$ cat config.mk
export PLATFORM = sky130hd
export DESIGN_NAME = key_debounce_flat
export DESIGN_NICKNAME = d
export VERILOG_FILES = /design/src/rtl/key_debounce_if.sv /design/src/rtl/key_debounce.sv /design/src/flat_wrapper.sv
export SDC_FILE = /design/constraint.sdc
export NUM_CORES = 1
export LEC_CHECK = 0
export BUFFER_PORTS_ARGS = -buffer_cell sky130_fd_sc_hd__buf_2
export CORE_ASPECT_RATIO = 2
export CORE_UTILIZATION = 61
export CTS_CLUSTER_DIAMETER = 40
export DETAILED_ROUTE_END_ITERATION = 10
export PLACE_DENSITY = 0.89
export SETUP_SLACK_MARGIN = 0.05
export SYNTH_ARGS = -nofsm -noshare
export SYNTH_HDL_FRONTEND = slang
export SYNTH_SLANG_ARGS = --single-unit
$ cat constraint.sdc
create_clock -name sclk -period 2.1 [get_ports sclk]
set_input_delay 0 -clock sclk [delete_from_list [all_inputs] [get_ports sclk]]
set_output_delay 0 -clock sclk [all_outputs]
set_load 0.02 [all_outputs]
$ cat src/rtl/key_debounce_if.sv
// rtl/key_debounce_if.sv - key pins and conditioned key outputs bundle
interface key_debounce_if #(
    parameter int KEY_NUM = 2
);
    logic [KEY_NUM-1:0] key_in;
    logic [KEY_NUM-1:0] key_signal;
    logic [KEY_NUM-1:0] key_level;
    logic [KEY_NUM-1:0] key_long;

    modport master (output key_in, input key_signal, key_level, key_long);
    modport slave  (input key_in, output key_signal, key_level, key_long);
endinterface

$ cat src/rtl/key_debounce.sv
// rtl/key_debounce.sv - per-channel key synchroniser, debounce FSM and press/long-press pulses
// Optional long-press logic built only when KEY_LONG_PRESS_EN is defined.
module key_debounce #(
    parameter int KEY_NUM     = 2,
    parameter int CLK_FREQ    = 50_000_000,
    parameter int DEBOUNCE_MS = 20,
    parameter int LONG_MS     = 1000
) (
    input  logic             sclk,
    input  logic             nrst,
    key_debounce_if.slave    keys
);
    localparam int DEB_CYCLES  = CLK_FREQ / 1000 * DEBOUNCE_MS;
    localparam int LONG_CYCLES = CLK_FREQ / 1000 * LONG_MS;
    localparam int DW          = $clog2(DEB_CYCLES + 1);

    localparam logic [1:0] S_IDLE        = 2'd0;
    localparam logic [1:0] S_PRESS_CHK   = 2'd1;
    localparam logic [1:0] S_HELD        = 2'd2;
    localparam logic [1:0] S_RELEASE_CHK = 2'd3;

    localparam logic [DW-1:0] DEB_LAST = DW'(DEB_CYCLES - 1);

    if (DEB_CYCLES < 2 || LONG_CYCLES <= DEB_CYCLES) begin : g_bad_params
        $error("key_debounce: DEB_CYCLES must be >= 2 and LONG_CYCLES > DEB_CYCLES");
    end

    for (genvar i = 0; i < KEY_NUM; i++) begin : g_ch
        logic          sync1;
        logic          ks;
        logic [1:0]    state;
        logic [DW-1:0] deb_cnt;
        logic          sig_q;
        logic          lvl_q;

        // The counter value that would be reached this edge is DEB_CYCLES when it currently holds DEB_LAST.
        always_ff @(posedge sclk or negedge nrst) begin
            if (!nrst) begin
                sync1   <= 1'b1;
                ks      <= 1'b1;
                state   <= S_IDLE;
                deb_cnt <= '0;
                sig_q   <= 1'b0;
                lvl_q   <= 1'b0;
            end else begin
                sync1 <= keys.key_in[i];
                ks    <= sync1;
                sig_q <= 1'b0;
                case (state)
                    S_IDLE: begin
                        if (!ks) begin
                            state   <= S_PRESS_CHK;
                            deb_cnt <= DW'(1);
                        end
                    end
                    S_PRESS_CHK: begin
                        if (ks) begin
                            state   <= S_IDLE;
                            deb_cnt <= '0;
                        end else if (deb_cnt == DEB_LAST) begin
                            state   <= S_HELD;
                            deb_cnt <= deb_cnt + 1'b1;
                            sig_q   <= 1'b1;
                            lvl_q   <= 1'b1;
                        end else begin
                            deb_cnt <= deb_cnt + 1'b1;
                        end
                    end
                    S_HELD: begin
                        if (ks) begin
                            state   <= S_RELEASE_CHK;
                            deb_cnt <= DW'(1);
                        end
                    end
                    S_RELEASE_CHK: begin
                        if (!ks) begin
                            state   <= S_HELD;
                            deb_cnt <= '0;
                        end else if (deb_cnt == DEB_LAST) begin
                            state   <= S_IDLE;
                            deb_cnt <= '0;
                            lvl_q   <= 1'b0;
                        end else begin
                            deb_cnt <= deb_cnt + 1'b1;
                        end
                    end
                    default: begin
                        state   <= S_IDLE;
                        deb_cnt <= '0;
                        lvl_q   <= 1'b0;
                    end
                endcase
            end
        end

        assign keys.key_signal[i] = sig_q;
        assign keys.key_level[i]  = lvl_q;

`ifdef KEY_LONG_PRESS_EN
        localparam int HW = $clog2(LONG_CYCLES + 1);
        localparam logic [HW-1:0] HOLD_MAX  = HW'(LONG_CYCLES);
        localparam logic [HW-1:0] HOLD_LAST = HW'(LONG_CYCLES - 1);

        logic [HW-1:0] hold_cnt;
        logic          long_q;

        // Hold count only advances in HELD and saturates, so one long pulse per press.
        always_ff @(posedge sclk or negedge nrst) begin
            if (!nrst) begin
                hold_cnt <= '0;
                long_q   <= 1'b0;
            end else begin
                long_q <= 1'b0;
                if (state == S_IDLE) begin
                    hold_cnt <= '0;
                end else if (state == S_HELD && hold_cnt != HOLD_MAX) begin
                    hold_cnt <= hold_cnt + 1'b1;
                    long_q   <= (hold_cnt == HOLD_LAST);
                end
            end
        end

        assign keys.key_long[i] = long_q;
`else
        assign keys.key_long[i] = 1'b0;
`endif
    end
endmodule

$ cat src/flat_wrapper.sv
// flat-port wrapper written by rule: the top's interface ports become plain ports
module key_debounce_flat 
#(
    parameter int KEY_NUM     = 2,
    parameter int CLK_FREQ    = 50_000_000,
    parameter int DEBOUNCE_MS = 20,
    parameter int LONG_MS     = 1000
)
  (sclk, nrst, keys_key_in, keys_key_signal, keys_key_level, keys_key_long);
  key_debounce_if #(.KEY_NUM(KEY_NUM)) keys_i ();
  input  logic sclk;
  input  logic nrst;
  input wire logic [$bits(keys_i.key_in)-1:0] keys_key_in;
  output wire logic [$bits(keys_i.key_signal)-1:0] keys_key_signal;
  output wire logic [$bits(keys_i.key_level)-1:0] keys_key_level;
  output wire logic [$bits(keys_i.key_long)-1:0] keys_key_long;
  assign keys_i.key_in = keys_key_in;
  assign keys_key_signal = keys_i.key_signal;
  assign keys_key_level = keys_i.key_level;
  assign keys_key_long = keys_i.key_long;
  key_debounce #(.KEY_NUM(KEY_NUM), .CLK_FREQ(CLK_FREQ), .DEBOUNCE_MS(DEBOUNCE_MS), .LONG_MS(LONG_MS)) u_core (.sclk(sclk), .nrst(nrst), .keys(keys_i));
endmodule
==> metrics.log, run 1 <==
[metrics] async set-or-reset flop fraction in the synthesized netlist: 1.00
[metrics] final RePlAce weighted congestion: 0.940
[metrics] largest fanout of any net on the critical path: 7
[metrics] largest family of logic cells by synthesized area: simple AND/OR/NAND/NOR gates
[metrics] areal power density over the cells: 611 mW/mm2
[metrics] count leader, synth: dfrtp_1
[metrics] Post-synth EDFFs: 0
[metrics] count of max-cap constraint violations: 0
[metrics] final setup TNS: 0 ns
[metrics] HPWL reported at the end of detailed placement: 4.30 mm
[metrics] combinational cell fraction of total power: 0.091
[metrics] Die Span Y: 97.7 um
[metrics] overall die area: 0.00487 mm2
[metrics] Max-slew headroom: 0.608
[metrics] via count of the first global-routing pass: 2342
[metrics] Clock transition at path regs: 0.10 ns
[metrics] total power of the final layout: 1.94 mW
[metrics] clock tree sinks: 52
[metrics] worst r2r path cells: 6
[metrics] effective utilization at floorplan: 0.637
[metrics] worst path arrival time: 2.17 ns
[metrics] number of antenna violations at the first check in global routing: 0
[metrics] class of the worst hold path: in -> async
[metrics] final worst hold slack: 0.187 ns
[metrics] Num CTS Buffers: 5
[metrics] fmax: 509 MHz
[metrics] pin count of the biggest net entering global routing: 53
[metrics] iteration-0 DRC count of the detailed router: 67
[metrics] top area cells in the synthesized netlist: dfrtp_1 43%, a31oi_1 5.4%, a21oi_1 4.1%
[metrics] clock insertion delay at the later pin of the skew report: 0.31 ns
[metrics] transition time of the tightest slew-check pin: 0.583 ns
[metrics] YS warnings: 0
[metrics] Routed WL per cell: 16.6 um
[metrics] Total Nets Final: 330
[metrics] critical path endpoint category: flip-flop
[metrics] number of instances in the synthesized netlist: 296
[metrics] first-pass GRT wire length: 10.5 mm
[metrics] num rows: 34
[metrics] portion of netlist area occupied by mux cells: 0.0179
[metrics] final period demand of the worst path: 1.96 ns
[metrics] Primary FF master, synth: dfrtp_1
[metrics] P_leak: 1.40 nW
[metrics] simple-gate share of the synthesized area: 0.243
[metrics] core utilization of the finished layout: 0.724
[metrics] Ant. Diodes: 0
[metrics] commonest cells in the synthesized netlist: 48 x dfrtp_1, 27 x nand2_1, 24 x a31oi_1
[metrics] global-route total usage across every layer: 0.280
[metrics] Post-Synth Adder-Cell Area: 0.00896
[metrics] total internal power: 1.45 mW
[metrics] PortBufs: 7
[metrics] mean area per synthesized cell: 9.43 um2
[metrics] final hold vios: 0
[metrics] Reg2Reg Capture Point: u_core.g_ch[1].deb_cnt[3]
[metrics] reg-to-reg critical path startpoint: u_core.g_ch[1].deb_cnt[10]
[metrics] aggregate global routing overflow: 0
[metrics] switching pwr: 482 uW
[metrics] switching power share of the total: 0.249
[metrics] part of the total power dissipated in sequential elements: 0.549
[metrics] Final Setup Violations: 0
[metrics] setup repair after global routing missed its margin: true
[metrics] Max VDD drop: 0.569 mV
[metrics] Required @ worst endpoint: 2.30 ns
[metrics] share of cells above drive strength 1: 0.197
[metrics] crit path kind: reg -> reg
[metrics] post-synth top area cell: dfrtp_1
[metrics] sequential share of the synthesized area: 0.468
[metrics] FF-to-FF setup slack: 0.14 ns
[metrics] number of H-tree levels: 2
[metrics] synthesized cell area: 0.00279 mm2
[metrics] ANT nets after route: 0
[metrics] Synth Area in Compound Gates: 0.194
[metrics] part of the power in the clock network: 0.360
[metrics] maximum count of clock buffers along a single path: 2
[metrics] number of top-level pins: 10
[metrics] Vias/cell: 6.35
[metrics] area share of the largest cell type after synthesis: 0.430
[metrics] wire length after detailed routing: 6.29 mm
[metrics] number of DRC violations after detailed routing: 0
[metrics] CTS tree: yes
[metrics] DR pass1 iterations: 4
[metrics] unique cell type count in the Yosys netlist: 50
[metrics] die width: 49.8 um
[metrics] detailed-route via count: 2408
[metrics] Final Skew: 0.00799 ns
[metrics] cell chosen for the clock root: clkbuf_8
[metrics] fraction of synthesized cell area in xor and xnor cells: 0.00941
[metrics] Synth-to-Final Area Change: 13.5%
[metrics] critical path launch point type: flip-flop
[metrics] Std-Cell Core Area: 0.00438 mm2
[metrics] Synth Register Bits: 52
[metrics] Slew Limit Fails: 0
[metrics] status: complete, no violations
[metrics] period utilisation layout: 0.935
[cell type report]
type / count / area, um2
multi-input combinational: 217 / 1360
sequential: 52 / 1310
fill: 312 / 1210
timing repair buffer: 38 / 292
clock buffer: 5 / 68.8
tap: 54 / 67.6
clock inverter: 3 / 42.5
inverter: 10 / 37.5
[power by group through the flow]
stage                     Clock [mW]  Combinational (mW)  Sequential, mW
after floorplan                    0               0.104            1.08
after global placement             0               0.159            1.08
after detailed placement           0               0.166            1.08
after CTS                      0.705               0.173            1.06
after global routing           0.741               0.198            1.07
final                          0.697               0.176            1.06
[flip-flops by register name (all words and copies together) (netlist names), named ones only]
signal and count:
u_core.g_ch.lvl_q 2, u_core.g_ch.state 2, u_core.g_ch.deb_cnt 40, u_core.g_ch.ks 2
u_core.g_ch.sig_q 2, u_core.g_ch.sync1 2
[placed cells by master, fill, tap and decap left out, drive strengths merged, types with 2 or more instances in the layout]
cell / netlist / final
a211o: 2 / 2
a21o: 3 / 3
a21oi: 23 / 23
a22o: 6 / 6
a31oi: 25 / 25
a41oi: 3 / 3
and2: 2 / 2
and3: 3 / 3
and4: 4 / 4
buf: 13 / 35
clkbuf: 5 / 5
conb: 1 / 2
dfrtp: 48 / 48
dfstp: 4 / 4
dlygate4sd3: 0 / 3
ha: 2 / 2
inv: 10 / 10
mux2i: 5 / 5
nand2: 27 / 27
nand2b: 4 / 4
nand3: 22 / 22
nand4: 13 / 13
nor2: 15 / 15
nor3: 10 / 10
nor4: 5 / 5
o21ai: 14 / 14
o21bai: 2 / 2
or2: 3 / 3
or3: 3 / 3
or3b: 2 / 2
or4b: 2 / 2
xnor2: 3 / 3
[timing repair]
action                                  CTS  global route
hold buffers                              3             0
setup buffers                             0             3
endpoints found under the setup margin    0            24
gates resized for setup                   0             7
hold endpoints to repair                 54             0
[metal layers]
| layer | GRT usage | up-vias | part of all wire |
|---|---|---|---|
| li1 | - | 1149 | - |
| met1 | 0.292 | 1156 | 0.39 |
| met2 | 0.522 | 79 | 0.55 |
| met3 | 0.0516 | 24 | 0.034 |
| met4 | 0.116 | 0 | 0.035 |
| met5 | 0 | - | 0 |
[through the flow]
stage | cells | worst slack (ns) | cell area [um2]
after floorplan | 297 | 0.163 | 2800
after global placement | 365 | 0.123 | 2980
after detailed placement | 365 | 0.101 | 2980
after CTS | 376 | 0.0708 | 3120
after global routing | 379 | 0.0356 | 3170
final | 379 | 0.136 | 3170
[worst max path at each step]
stage | cells past startpoint | slack, ns | end | startpoint
floorplan | 7 | 0.16 | u_core.g_ch[0].deb_cnt[3] | u_core.g_ch[0].deb_cnt[0]
global placement | 6 | 0.12 | u_core.g_ch[1].deb_cnt[3] | u_core.g_ch[1].deb_cnt[10]
detailed placement | 6 | 0.10 | u_core.g_ch[1].deb_cnt[3] | u_core.g_ch[1].deb_cnt[10]
CTS | 6 | 0.07 | u_core.g_ch[1].deb_cnt[3] | u_core.g_ch[1].deb_cnt[10]
global route | 6 | 0.04 | u_core.g_ch[1].deb_cnt[3] | u_core.g_ch[1].deb_cnt[10]
finish | 6 | 0.14 | u_core.g_ch[1].deb_cnt[3] | u_core.g_ch[1].deb_cnt[10]
[logic make-up after synthesis]
| kind of cell | count (synthesis) |
|---|---|
| and+or+nand+nor | 120 |
| AOI/OAI and AO/OA | 85 |
| DFF | 52 |
| buffers and inverters | 28 |
| muxes | 5 |
| xor gates and xnor gates | 3 |
| adders and majority gates | 2 |
| other | 1 |
[critical path: stages, from the launching register on]
cell     delay, ns
dfrtp_1       0.42
or4b_4        0.57
nor3_4        0.26
a21oi_2       0.11
buf_4         0.18
a21o_1        0.15
a22o_1        0.17
Power figures use the tool's default switching activity.
==> run 2: changes to the inputs <==
--- a/config.mk
+++ b/config.mk
@@ -5,12 +5,12 @@
 export SDC_FILE = /design/constraint.sdc
 export NUM_CORES = 1
 export LEC_CHECK = 0
-export BUFFER_PORTS_ARGS = -buffer_cell sky130_fd_sc_hd__buf_2
+export BUFFER_PORTS_ARGS = -buffer_cell sky130_fd_sc_hd__buf_4
 export CORE_ASPECT_RATIO = 2
 export CORE_UTILIZATION = 61
 export CTS_CLUSTER_DIAMETER = 40
 export DETAILED_ROUTE_END_ITERATION = 10
-export PLACE_DENSITY = 0.89
+export PLACE_DENSITY = 0.87
 export SETUP_SLACK_MARGIN = 0.05
 export SYNTH_ARGS = -nofsm -noshare
 export SYNTH_HDL_FRONTEND = slang
==> metrics.log, run 2 (synthesized netlist as in run 1, its figures left out) <==
[metrics] final hold vios: 0
[metrics] P_leak: 1.39 nW
[metrics] wire length after detailed routing: 6.07 mm
[metrics] CP delay by family, top: simple AND/OR/NAND/NOR gates
[metrics] aggregate global routing overflow: 0
[metrics] post-placement cell area: 0.00294 mm2
[metrics] Final Setup Violations: 0
[metrics] iteration-0 DRC count of the detailed router: 68
[metrics] largest fanout of any net on the critical path: 7
[metrics] endpoint of the worst setup timing path: u_core.g_ch[1].deb_cnt[17]
[metrics] Max-slew headroom: 0.570
[metrics] Routed WL per cell: 16.0 um
[metrics] areal power density over the cells: 609 mW/mm2
[metrics] DR pass1 iterations: 4
[metrics] detailed-route via count: 2388
[metrics] count of max-cap constraint violations: 0
[metrics] share of cells above drive strength 1: 0.200
[metrics] fmax: 511 MHz
[metrics] ANT nets after route: 0
[metrics] Reg2Reg Capture Point: u_core.g_ch[1].deb_cnt[17]
[metrics] global-route total usage across every layer: 0.275
[metrics] Required @ worst endpoint: 2.29 ns
[metrics] Vias/cell: 6.30
[metrics] CP Buf/Inv Count: 1
[metrics] CTS tree: yes
[metrics] Synth-to-Final Area Change: 13.8%
[metrics] Worst path max stage delay: 0.58 ns
[metrics] final setup TNS: 0 ns
[metrics] sequence of cells on the critical path: or4b_4 -> nor3_4 -> a21oi_2 -> buf_6 -> and3_4 -> a211o_1
[metrics] period utilisation layout: 0.932
[metrics] Num CTS Buffers: 5
[metrics] effective utilization at floorplan: 0.637
[metrics] cell area after layout: 0.00318 mm2
[metrics] Std-Cell Core Area: 0.00438 mm2
[metrics] number of flip-flops under the largest register name: 40
[metrics] worst path arrival time: 2.15 ns
[metrics] Ant. Diodes: 0
[metrics] FF-to-FF setup slack: 0.14 ns
[metrics] Critical Path Source: u_core.g_ch[1].deb_cnt[10]
[metrics] final period demand of the worst path: 1.96 ns
[metrics] count of fill cells added during filler insertion: 315
[metrics] status: complete, no violations
[metrics] number of top-level pins: 10
[metrics] pin count of the biggest net entering global routing: 53
[metrics] class of the worst hold path: in -> async
[metrics] num rows: 34
[metrics] Final Skew: 0.0154 ns
[metrics] transition time of the tightest slew-check pin: 0.646 ns
[metrics] Biggest register: u_core.g_ch.deb_cnt
[metrics] Max VDD drop: 0.428 mV
[metrics] overall die area: 0.00487 mm2
[metrics] critical path endpoint category: flip-flop
[metrics] worst r2r path cells: 6
[metrics] path length in cells of the critical path: 6
[metrics] final RePlAce weighted congestion: 0.894
[metrics] most common library cell in the layout ignoring fill and taps: dfrtp_1
[metrics] Die Span Y: 97.7 um
[metrics] cell chosen for the clock root: clkbuf_8
[metrics] most frequent cells in the layout: 48 x dfrtp_1, 32 x buf_4, 27 x nand2_1
[metrics] first-pass GRT wire length: 10.4 mm
[metrics] die width: 49.8 um
[metrics] number of DRC violations after detailed routing: 0
[metrics] maximum count of clock buffers along a single path: 2
[metrics] setup repair after global routing missed its margin: true
[metrics] Clock transition at path regs: 0.11 ns
[metrics] Total Nets Final: 330
[metrics] clock insertion delay at the later pin of the skew report: 0.31 ns
[metrics] PortBufs: 7
[metrics] CP max stage cell: or4b_4
[metrics] number of H-tree levels: 2
[metrics] number of antenna violations at the first check in global routing: 0
[metrics] reg-to-reg critical path startpoint: u_core.g_ch[1].deb_cnt[10]
[metrics] crit path kind: reg -> reg
[metrics] Slew Limit Fails: 0
[metrics] clock tree sinks: 52
[metrics] critical path launch point type: flip-flop
[metrics] HPWL reported at the end of detailed placement: 4.17 mm
[metrics] via count of the first global-routing pass: 2379
## run 2: worst min-delay path by stage
stage	from	endpoint	slack, ns
2_1_floorplan	nrst	async pin	-0.30
3_3_place_gp	nrst	u_core.g_ch[0].deb_cnt[9]	0.07
3_5_place_dp	nrst	u_core.g_ch[0].deb_cnt[9]	0.07
4_1_cts	nrst	u_core.g_ch[0].deb_cnt[5]	0.28
5_1_grt	nrst	u_core.g_ch[0].deb_cnt[7]	0.31
6_report	nrst	u_core.g_ch[0].deb_cnt[7]	0.24
## run 2: routing by layer
metal | up-vias | wire, um | GRT usage
met5 | - | 0 | 0
met1 | 1155 | 2330 | 0.307
met2 | 53 | 3330 | 0.485
li1 | 1158 | - | -
met4 | 0 | 262 | 0.158
met3 | 22 | 146 | 0.0297
## run 2: stage by stage
| stage | hold slack, ns | total power [mW] | setup WS, ns | std cells | util |
|---|---|---|---|---|---|
| 6_report | 0.241 | 1.93 | 0.142 | 379 | 0.725 |
| 5_1_grt | 0.307 | 2.01 | 0.0259 | 379 | 0.725 |
| 4_1_cts | 0.276 | 1.93 | 0.0794 | 373 | 0.707 |
| 3_5_place_dp | 0.0700 | 1.24 | 0.0862 | 360 | 0.672 |
| 3_3_place_gp | 0.0692 | 1.23 | 0.129 | 360 | 0.672 |
| 2_1_floorplan | -0.296 | 1.18 | 0.163 | 297 | - |
## run 2: layout make-up
type | count | area (um2) | area share
sequential | 52 | 1310 | 0.411
clock inverter | 3 | 42.5 | 0.0134
timing repair buffer | 38 | 298 | 0.0937
multi-input combinational | 217 | 1360 | 0.427
tap | 54 | 67.6 | 0.0213
inverter | 10 | 37.5 | 0.0118
clock buffer | 5 | 68.8 | 0.0217
## run 2: timing repair
item | 4_1_cts | 5_1_grt
buffers inserted | 2 | 5
gates resized for setup | 0 | 9
endpoints found under the hold margin | 50 | 0
pin swaps | 1 | 5
hold buffers | 3 | 0
cloned | 0 | 1
endpoints found under the setup margin | 1 | 18
## run 2: report_power, final
part	total [mW]	switching [mW]	internal [mW]	leakage, nW
Sequential	1.06	0.0286	1.03	0.701
Combinational	0.178	0.106	0.0719	0.635
Clock	0.697	0.344	0.353	0.0541
Total	1.93	0.478	1.46	1.39
==> run 3: changes to the inputs <==
--- a/config.mk
+++ b/config.mk
@@ -6,8 +6,10 @@
 export NUM_CORES = 1
 export LEC_CHECK = 0
 export BUFFER_PORTS_ARGS = -buffer_cell sky130_fd_sc_hd__buf_4
+export CELL_PAD_IN_SITES_DETAIL_PLACEMENT = 0
+export CELL_PAD_IN_SITES_GLOBAL_PLACEMENT = 1
 export CORE_ASPECT_RATIO = 2
-export CORE_UTILIZATION = 61
+export CORE_UTILIZATION = 48
 export CTS_CLUSTER_DIAMETER = 40
 export DETAILED_ROUTE_END_ITERATION = 10
 export PLACE_DENSITY = 0.87
==> metrics.log, run 3 (synthesized netlist as in run 1, its figures left out) <==
[metrics] status: complete, no violations
[metrics] critical path endpoint category: flip-flop
[metrics] count of max-cap constraint violations: 0
[metrics] number of flip-flops under the largest register name: 40
[metrics] Final Skew: 0.00552 ns
[metrics] aggregate global routing overflow: 0
[metrics] Routed WL per cell: 16.1 um
[metrics] Final Setup Violations: 0
[metrics] cell chosen for the clock root: clkbuf_16
[metrics] Die Span Y: 110 um
[metrics] Clock transition at path regs: 0.07 ns
[metrics] wire length after detailed routing: 6.44 mm
[metrics] global-route total usage across every layer: 0.225
[metrics] setup repair after global routing missed its margin: false
[metrics] CTS tree: yes
[metrics] final period demand of the worst path: 1.95 ns
[metrics] number of DRC violations after detailed routing: 0
[metrics] Std-Cell Core Area: 0.00566 mm2
[metrics] PortBufs: 7
[metrics] overall die area: 0.00615 mm2
[metrics] HPWL reported at the end of detailed placement: 4.51 mm
[metrics] period utilisation layout: 0.928
[metrics] via count of the first global-routing pass: 2260
[metrics] maximum count of clock buffers along a single path: 2
[metrics] final hold vios: 0
[metrics] fmax: 513 MHz
[metrics] cell with the most instances on the worst path: buf_4
[metrics] total power of the final layout: 2.17 mW
[metrics] CP max stage cell: dfrtp_1
[metrics] Required @ worst endpoint: 2.32 ns
[metrics] Worst path max stage delay: 0.40 ns
[metrics] die width: 55.9 um
[metrics] core utilization of the finished layout: 0.592
[metrics] sequence of cells on the critical path: ha_1 -> nand4_1 -> nor4_4 -> buf_4 -> buf_4 -> a21oi_2 -> o21ai_0 -> a31oi_1
[metrics] DP Cell Count: 381
[metrics] transition time of the tightest slew-check pin: 0.659 ns
[metrics] Slew Limit Fails: 0
[metrics] P_leak: 1.50 nW
[metrics] number of top-level pins: 10
[metrics] areal power density over the cells: 648 mW/mm2
[metrics] most frequent cells in the layout: 48 x dfrtp_1, 46 x buf_4, 27 x nand2_1
[metrics] count of fill cells added during filler insertion: 512
[metrics] Total Nets Final: 344
[metrics] Final Instance Count excl. Fillers: 400
[metrics] Vias/cell: 5.98
[metrics] Max-slew headroom: 0.561
[metrics] effective utilization at floorplan: 0.493
[metrics] detailed-route via count: 2393
[metrics] critical path launch point type: flip-flop
[metrics] share of cells above drive strength 1: 0.227
[metrics] ANT nets after route: 0
[metrics] Max VDD drop: 0.978 mV
[metrics] worst path arrival time: 2.17 ns
[metrics] num rows: 39
[metrics] final RePlAce weighted congestion: 0.819
[metrics] number of antenna violations at the first check in global routing: 0
[metrics] Synth-to-Final Area Change: 19.9%
[metrics] number of H-tree levels: 2
[metrics] Biggest register: u_core.g_ch.deb_cnt
[metrics] class of the worst hold path: in -> async
[metrics] final worst hold slack: 0.278 ns
[metrics] most common library cell in the layout ignoring fill and taps: dfrtp_1
[metrics] first-pass GRT wire length: 10.5 mm
[metrics] iteration-0 DRC count of the detailed router: 122
[metrics] clock tree sinks: 52
[metrics] crit path kind: reg -> reg
[metrics] pin count of the biggest net entering global routing: 53
[metrics] largest fanout of any net on the critical path: 10
[metrics] DR pass1 iterations: 4
[metrics] Ant. Diodes: 0
[metrics] Num CTS Buffers: 5
[metrics] clock insertion delay at the later pin of the skew report: 0.30 ns
[run 3: changes by cell type in the layout (fill, tap and decap cells not counted), sizes merged]
cell	previous run	this run
clkinvlp	1	0
a21oi	23	24
buf	35	48
clkbuf	5	6
[run 3: cell type report]
cell class                 instances  area, um2  share of cell area
clock inverter                     2       35.0              0.0105
multi-input combinational        218       1370               0.408
inverter                          10       37.5              0.0112
clock buffer                       6        129              0.0385
tap                               61       76.3              0.0228
timing repair buffer              51        398               0.119
sequential                        52       1310               0.390
[run 3: stage by stage]
step | setup slack [ns] | cell area (um2) | TNS, ns
detailed placement | -0.0143 | 3060 | -0.0143
CTS | 0.0110 | 3270 | 0
global route | 0.0555 | 3350 | 0
finish | 0.152 | 3350 | 0
global placement | 0.0379 | 3060 | 0
floorplan | 0.163 | 2800 | 0
[run 3: layer usage]
layer / track usage / part of all wire / vias to the layer above
met4: 0.124 / 0.042 / 0
met1: 0.225 / 0.38 / 1157
met2: 0.434 / 0.56 / 38
met5: 0 / 0 / -
met3: 0.0400 / 0.024 / 18
li1: - / - / 1180
[run 3: power by group]
group | total (mW) | switching [mW] | internal (mW)
combinational | 0.185 | 0.108 | 0.0772
clock | 0.928 | 0.367 | 0.561
sequential | 1.06 | 0.0254 | 1.03
[run 3: repair_timing]
action                     4_1_cts  5_1_grt
setup endpoints to repair        8       16
hold endpoints to repair        50        0
buffers inserted                 0        7
resized for setup                2        6
cloned                           0        1
pin swaps                        0        4
hold buffers                     3        0
[run 3: path summary, 6_finish.rpt]
check	end	cells after the start	startpoint	slack (ns)
worst max-delay path	u_core.g_ch[1].deb_cnt[6]	8	u_core.g_ch[1].deb_cnt[1]	0.15
max in group asynchronous	u_core.g_ch[1].deb_cnt[12]	2	nrst	1.39
worst max register to register	u_core.g_ch[1].deb_cnt[6]	8	u_core.g_ch[1].deb_cnt[1]	0.15
worst min register to register	u_core.g_ch[0].ks	0	u_core.g_ch[0].sync1	0.36
min in group sclk	u_core.g_ch[0].sync1	2	keys_key_in[0]	0.35
worst min-delay path	u_core.g_ch[0].deb_cnt[10]	2	nrst	0.28
[run 3: worst max-delay path, delay by kind of cell (launching register included)]
family                     cells  cell delay, ns
buffers and inverters          2            0.28
and+or+nand+nor                2            0.23
AOI/OAI and AO/OA              3            0.75
DFF                            1            0.40
adders and majority gates      1            0.21
